File: src/rtl/par_chk_serial.sv
// Serial parity checker for the UART RX path: assembles the data word LSB
// first, accumulates parity per bit, checks the parity bit on strobe and
// keeps per-frame, sticky and counted error status.
module par_chk_serial #(
  parameter int DATA_WIDTH = 8,
  parameter int CNT_WIDTH  = 8
) (
  input  logic                  clk,
  input  logic                  rst_n,
  input  logic                  frame_start,
  input  logic                  data_bit_valid,
  input  logic                  par_chk_en,
  input  logic                  sampled_bit,
  input  logic [1:0]            par_mode,
  input  logic                  err_clr,
  output logic [DATA_WIDTH-1:0] data_out,
  output logic                  chk_done,
  output logic                  par_err,
  output logic                  len_err,
  output logic                  par_err_sticky,
  output logic [CNT_WIDTH-1:0]  err_cnt
);

  // Bit counter must reach DATA_WIDTH+1 to flag an overlength frame.
  localparam int BCW = $clog2(DATA_WIDTH + 2);
  localparam logic [BCW-1:0] FULL = BCW'(DATA_WIDTH);
  localparam logic [BCW-1:0] OVER = BCW'(DATA_WIDTH + 1);

  typedef enum logic {IDLE, COLLECT} state_t;

  state_t         state, state_nxt;
  logic           acc;
  logic [BCW-1:0] bit_cnt;
  logic           do_start, do_chk, do_bit;
  logic           exp_par, perr_now;

  // State register.
  always_ff @(posedge clk or negedge rst_n) begin
    if (!rst_n) state <= IDLE;
    else        state <= state_nxt;
  end

  // Input priority decode, expected parity and next state.
  always_comb begin
    state_nxt = state;
    do_start  = frame_start;
    do_chk    = !frame_start && (state == COLLECT) && par_chk_en;
    do_bit    = !frame_start && !par_chk_en && (state == COLLECT) && data_bit_valid;
    unique case (par_mode)
      2'b00:   exp_par = acc;
      2'b01:   exp_par = ~acc;
      2'b10:   exp_par = 1'b1;
      default: exp_par = 1'b0;
    endcase
    perr_now = (sampled_bit != exp_par);
    if (do_start)    state_nxt = COLLECT;
    else if (do_chk) state_nxt = IDLE;
  end

  // Word assembly, parity accumulation and bit counting.
  always_ff @(posedge clk or negedge rst_n) begin
    if (!rst_n) begin
      data_out <= '0;
      acc      <= 1'b0;
      bit_cnt  <= '0;
    end else if (do_start) begin
      // A bit arriving with the start strobe becomes bit 0 of the new frame.
      data_out    <= '0;
      data_out[0] <= data_bit_valid & sampled_bit;
      acc         <= data_bit_valid & sampled_bit;
      bit_cnt     <= data_bit_valid ? BCW'(1) : '0;
    end else if (do_bit) begin
      if (bit_cnt < FULL) begin
        for (int i = 0; i < DATA_WIDTH; i++)
          if (bit_cnt == BCW'(i)) data_out[i] <= sampled_bit;
        acc     <= acc ^ sampled_bit;
        bit_cnt <= bit_cnt + 1'b1;
      end else begin
        bit_cnt <= OVER;
      end
    end
  end

  // Per-frame check result and completion pulse.
  always_ff @(posedge clk or negedge rst_n) begin
    if (!rst_n) begin
      chk_done <= 1'b0;
      par_err  <= 1'b0;
      len_err  <= 1'b0;
    end else begin
      chk_done <= do_chk;
      if (do_chk) begin
        par_err <= perr_now;
        len_err <= (bit_cnt != FULL);
      end
    end
  end

  // Sticky flag and saturating counter; a new error outranks a same-cycle clear.
  always_ff @(posedge clk or negedge rst_n) begin
    if (!rst_n) begin
      par_err_sticky <= 1'b0;
      err_cnt        <= '0;
    end else if (do_chk && perr_now) begin
      par_err_sticky <= 1'b1;
      if (err_clr)              err_cnt <= CNT_WIDTH'(1);
      else if (err_cnt != '1)   err_cnt <= err_cnt + 1'b1;
    end else if (err_clr) begin
      par_err_sticky <= 1'b0;
      err_cnt        <= '0;
    end
  end

endmodule

File: config.mk
export PLATFORM = sky130hd
export DESIGN_NAME = par_chk_serial
export DESIGN_NICKNAME = d
export VERILOG_FILES = /design/src/rtl/par_chk_serial.sv
export SDC_FILE = /design/constraint.sdc
export NUM_CORES = 1
export LEC_CHECK = 0
export ABC_AREA = 1
export BUFFER_PORTS_ARGS = -buffer_cell sky130_fd_sc_hd__clkbuf_2
export CAP_MARGIN = 20
export CORE_ASPECT_RATIO = 2
export CORE_UTILIZATION = 49
export CTS_BUF_LIST = sky130_fd_sc_hd__clkbuf_16
export DETAILED_ROUTE_END_ITERATION = 6
export HOLD_SLACK_MARGIN = 0.05
export PLACE_DENSITY = 0.75
export SKIP_LAST_GASP = 1
export SYNTH_ARGS = -nofsm -noshare
export SYNTH_HDL_FRONTEND = slang
export SYNTH_SLANG_ARGS = --single-unit
File: constraint.sdc
create_clock -name clk -period 1.3 [get_ports clk]
set_input_delay 0.195 -clock clk [delete_from_list [all_inputs] [get_ports clk]]
set_output_delay 0.195 -clock clk [all_outputs]
set_load 0.02 [all_outputs]
# ---- Word level (Yosys, flattened, before mapping)
# Index checks and enable logic that the tools add are counted.
dict set report totals {
  ff_bits 26
  in_bits 9
}
dict set report op_classes {
  n_addsub 2
  n_reduce_logical 33
  n_lt_le_gt_ge 1
  n_eq_ne 12
  mux 27
  n_bitwise 3
}
# cell n
set ops {}
lappend ops {{8-bit 2-to-1 mux} 7}
lappend ops {{2-bit nonzero test} 13}
lappend ops {{3-bit AND reduction} 8}
lappend ops {{4-bit by 3-bit equality test with 1-bit output (second input constant)} 4}
lappend ops {{1-bit 2-to-1 mux} 16}
lappend ops {{4-bit 2-to-1 mux} 3}
lappend ops {{8-bit by 1-bit adder with 8-bit output (second input constant)} 1}
lappend ops {{4-bit by 2-bit equality test with 1-bit output (second input constant)} 2}
lappend ops {{8-bit != test (second input constant)} 1}
lappend ops {{1-bit logical AND} 6}
lappend ops {{4-bit by 1-bit adder with 4-bit output (second input constant)} 1}
lappend ops {{4-bit by 1-bit equality test with 1-bit output (second input constant)} 1}
lappend ops {{4-bit logical NOT} 1}
lappend ops {{4-bit < comparator (second input constant)} 1}
lappend ops {{4-bit != test (second input constant)} 1}
lappend ops {{2-bit AND reduction} 2}
lappend ops {{1-bit case mux with 3 select lines} 1}
lappend ops {{2-bit by 1-bit equality test with 1-bit output (second input constant)} 1}
lappend ops {{2-bit equality test (second input constant)} 1}
lappend ops {{1-bit logical NOT} 2}
lappend ops {{2-bit logical NOT} 1}
lappend ops {{1-bit bitwise AND} 1}
lappend ops {{1-bit != test} 1}
lappend ops {{1-bit NOT} 1}
lappend ops {{1-bit XOR} 1}

# ---- Longest topological paths before layout
dict set report logic_depth {
  word_depth 6
  depth_mapped 9
}

# ---- Worst setup path before layout
# Ideal clock, no wire load.
dict set report synth_path {
  path_type {reg-to-reg}
  startpoint {reg err_cnt[0]}
  endpoint {reg err_cnt[5]}
  path_stages_with_launch 9
  t_arrival_ps 1352
  n_path_buf 0
  t_required_ps 1182
  path_slack_ps -169
  path_cell_list {dfrtp_1 > ha_1 > nand2_2 > nor2_4 > nand3_2 > nand3_4 > nand2_4 > nand2_1 > nand2_1}
}
dict set report synth_between {
  elab_chain_len 4
}
# item line
set synth_rtl {}
lappend synth_rtl {{start: declaration} 21} ;# output logic [CNT_WIDTH-1:0] err_cnt
lappend synth_rtl {{start signal: assignment} 107} ;# else if (err_cnt != '1) err_cnt <= err_cnt + 1'b1;
lappend synth_rtl {{8-bit by 1-bit adder with 8-bit output} 107}
lappend synth_rtl {{8-bit 2-to-1 mux} 107}
lappend synth_rtl {{8-bit 2-to-1 mux} 106} ;# if (err_clr) err_cnt <= CNT_WIDTH'(1);
lappend synth_rtl {{8-bit 2-to-1 mux} 104} ;# end else if (do_chk && perr_now) begin
# Several ways; a longest one is shown, not always the timed one. The select of a mux whose other input is x is not followed.
# A chain may end at the register's enable or synchronous reset.

# ---- Final worst setup path
# Ends and elaborated chain as after synthesis.

==> results <==
- The run finished with clean final reports.
- The final setup slack of the worst path is about 39 ps.
- The startpoint of the tightest hold check path is frame_start.
- The via count of the first global-routing pass was between 1000 and 1500.
- In this run the horizontal extent of the chip is roughly 41 um.
- The number of pins with negative max-slew slack in the final report is 0.
- The final worst-path cycle share is a little over nine tenths.
- The adder and majority gate portion of the synthesized area is between 4 and 5%.
- The number of iterations in the first detailed-routing pass is 4.
- Dividing total power by cell area gives a power density of slightly above 1000 nW/um2.
- The count of flip-flops with a built-in enable after synthesis is 0.
- The count of buffers added on input and output ports is 28.
- The total number of vias is 1389.
- The congestion estimate from routability-driven global placement came to between 0.7 and 0.8.
- The post-layout minimum cycle time is roughly 1300 ps.
- The sink of the worst hold path is state.
- The tree built by TritonCTS fans out to 26 sinks.
- The number of failing setup endpoints in the final timing report is 0.
- In this run the static leakage power is approximately 1.0 nW.
- At the later pin of the worst-skew pair, clock insertion delay measures approximately 260 ps.
- Once the floorplan was initialized, standard cells occupied between 50 and 60% of the core.
- Summed over all layers, the routed wires come to ~3.6 mm.
- The critical register-to-register path startpoint is err_cnt[0].
- A synthesized cell averages between 7 and 8 um2.
- The remaining number of nets flagged by the antenna check after routing is 0.
- In this run the core area contains 28 standard-cell rows.
- After synthesis the cells add up to between 1500 and 2000 um2.
- The synthesis warning total is 0.
- The startpoint of the worst setup timing path is err_cnt[0].
- The number of clock buffers added by TritonCTS is 3.
- Across the VDD grid, the largest voltage drop is about 1200 uV.
- Of the synthesized area, sequential elements account for 42.7%.
- From synthesis to final layout, the design area changed by 31.4%.
- In the final layout, the share of cells above drive strength 1 is between 30% and 40%.
- The kind of cell adding the most delay to the critical path is simple AND/OR/NAND/NOR gates.
- The simple-gate share of the synthesized area is 38.5%.
- Among all stages on the critical path, the largest delay is contributed by dfrtp_2.
- The total overflow left after global routing is 0.
- Setup repair after global routing could not meet its margin everywhere.
- The utilization after layout is about two thirds.
- The fraction of registers with async set/reset is between 90% and 100%.
- In the synthesized netlist, mux cells make up 0% of the area.
- In this run the worst path has a maximum fanout of 5.
- Counting along the longest clock path gives a buffer depth of 2.
- The path category of the worst min-delay check is primary input to flip-flop.
- The number of cell instances on the worst register-to-register path is 8.
- Measured against its own limit, the worst slew margin works out to 73.9%.
- The wire length of the first global-routing pass is between 6 and 7 mm.
- After synthesis, the largest family of logic cells by area is simple AND/OR/NAND/NOR gates.
- The CTS root buffer is clkbuf_16.
- Final hold analysis gives a worst-case slack of roughly 240 ps.
- The xor-xnor portion of the synthesized cell area is less than 1%.
- After detailed routing, the number of vias per cell comes to a little over 5.
- With fillers left out, the area of the finished cells amounts to 2000 um2.
- Global routing consumed, over all layers together, about a quarter of the routing resources.
- CTS built an H-tree with a depth of 1.
- The die outline area is 3350 um2.
- In this run, synthesis produced a sequential element count of 26.
- The worst setup path is launched from a flip-flop.
- The endpoint identified for the worst register-to-register timing path is err_cnt[5].
- The clock tree from TritonCTS is yes.
- Counting instances, the worst hold path has a depth of 3.
- The largest net degree at the start of global routing is 16.
- The critical path contains buffers and inverters numbering 0 combined.
- Dividing the detail-routed wire length by the instance count gives 13.5 um.
- For this run, the slowest stage of the critical path takes a little under 400 ps.
- Data on the critical path arrives at its endpoint at 1410 ps.
- Max-cap violations in this run came to 0.
- The synthesized netlist devotes 7.79% of its cell area to compound gates.
- The critical setup path kind is flip-flop to flip-flop.
- The maximum clock rate is 0.793 GHz.
- For flop-to-flop paths, the worst setup slack is about 39 ps.
- Clock-pin slew was measured on the worst setup and hold paths at about 70 ps.
- The most used flip-flop cell after synthesis is dfrtp_1.
- The post-synth net total is 206.
- The required time reported for the critical path endpoint is 1450 ps.
- For this run, design rule violations remaining after detail routing come to 0.
- The y dimension of the die is roughly 81 um.
- The half-perimeter wire length after placement is roughly 2.7 mm.
- The signal on the critical path passes through ha_4, nand2_4, nor2_4, nand3_4, nand3_4, nand2_4, nand2_2, nand2_1.
- The setup skew after layout is roughly 1.8 ps.
- The violation count after the first detailed-routing iteration is 21.
- The area inside the core boundary is approximately 2900 um2.
- Synthesis produced ~190 cells.
- The final-report hold violation count is 0.
- The distinct cell type count after synthesis is 28.
- The number of antenna diodes in the final layout is 0.
- The accumulated negative setup slack is 0 ps.
- The slew at the pin with the worst max-slew slack is around 400 ps.
- The initial antenna violation count came to 0.
- The worst setup path is captured at a flip-flop.
- The top-level port count is 29.
- For this run, the post-layout net count is 256.
- Prior to clock tree synthesis, the placed netlist has a worst setup slack of -19.3 ps.
- The post-place instance area is between 1500 and 2000 um2.
==> layer usage <==
metal  global-route usage, %  vias to the layer above  wire [um]
met4                    9.68                        0         73
met3                    2.00                        6         57
li1                        -                      713          -
met2                    47.5                       20       2160
met1                    24.1                      650       1360
met5                       0                        -          0
==> report_power, final <==
group | internal (W) | switching [W]
Clock | 0.000612 | 0.000280
Sequential | 0.000842 | 0.0000284
Combinational | 0.000108 | 0.000188
==> cell families after synthesis <==
logic type / after synthesis
compound gates: 22
xor+xnor: 1
fa+ha+maj: 5
buf+inv: 23
flops: 26
simple gates: 115
==> cell type report <==
class	count	area, um2
inverter	21	81.3
multi-input combinational	144	845
clock inverter	1	30.0
tap	30	37.5
timing repair buffer	46	282
clock buffer	3	75.1
sequential	26	654
fill	256	938
==> worst reg2reg max path, cell delays in order, from the launching register on <==
cell,delay (ps)
dfrtp_2,390
ha_4,150
nand2_4,50
nor2_4,120
nand3_4,120
nand3_4,130
nand2_4,70
nand2_2,60
nand2_1,50
==> state kept, by name (all words and copies together) (netlist names) <==
signal	cells
err_cnt	8
chk_done	1
acc	1
len_err	1
bit_cnt	4
state	1
par_err_sticky	1
par_err	1
data_out	8
==> through the flow <==
| stage | total power (W) | cells |
|---|---|---|
| floorplan | 0.00105 | 192 |
| global placement | 0.00115 | 258 |
| detailed placement | 0.00116 | 258 |
| CTS | 0.00206 | 268 |
| global route | 0.00213 | 271 |
| finish | 0.00206 | 271 |
==> layout by cell type (no fill, tap or decap), types with 4 or more instances in the layout <==
cell type and n:
nand2_4 5, nand3_1 16, inv_1 17, o21ai_0 5, nand2_2 9, dfrtp_1 23
buf_4 16, nor2_1 19, nor2_2 4, clkbuf_2 28, nand2_1 50, a21oi_1 12
==> worst max-delay path by stage <==
stage / to / slack (ps) / depth (start not counted)
2_1_floorplan: err_cnt[5] / 10 / 8
3_3_place_gp: err_cnt[5] / 7 / 8
3_5_place_dp: err_cnt[5] / -20 / 8
4_1_cts: err_cnt[5] / 3 / 8
5_1_grt: err_cnt[5] / -60 / 9
6_report: err_cnt[5] / 40 / 8
==> cell usage after synthesis, types with 2 or more instances <==
| cell | number | area (um2) |
|---|---|---|
| nand3_2 | 2 | 20.0 |
| o211ai_1 | 2 | 15.0 |
| nand2_2 | 7 | 43.8 |
| nand2_1 | 53 | 199 |
| nor2_1 | 23 | 86.3 |
| nand4_1 | 2 | 12.5 |
| dfrtp_1 | 26 | 651 |
| a21oi_1 | 12 | 60.1 |
| nor2_4 | 2 | 22.5 |
| inv_1 | 17 | 63.8 |
| inv_2 | 3 | 11.3 |
| nand3_1 | 16 | 80.1 |
| ha_1 | 5 | 62.6 |
| o21ai_0 | 5 | 25.0 |
| nand2_4 | 4 | 45.0 |
==> what timing repair did <==
action | in CTS | in global routing
pin swaps | 4 | 5
resized for setup | 2 | 13
setup buffers | 4 | 3
gates cloned | 1 | 0
hold endpoints to repair | 7 | 0
setup endpoints to repair | 4 | 14
hold buffers | 1 | 0
No activity file was read; power rests on OpenSTA's default activity.
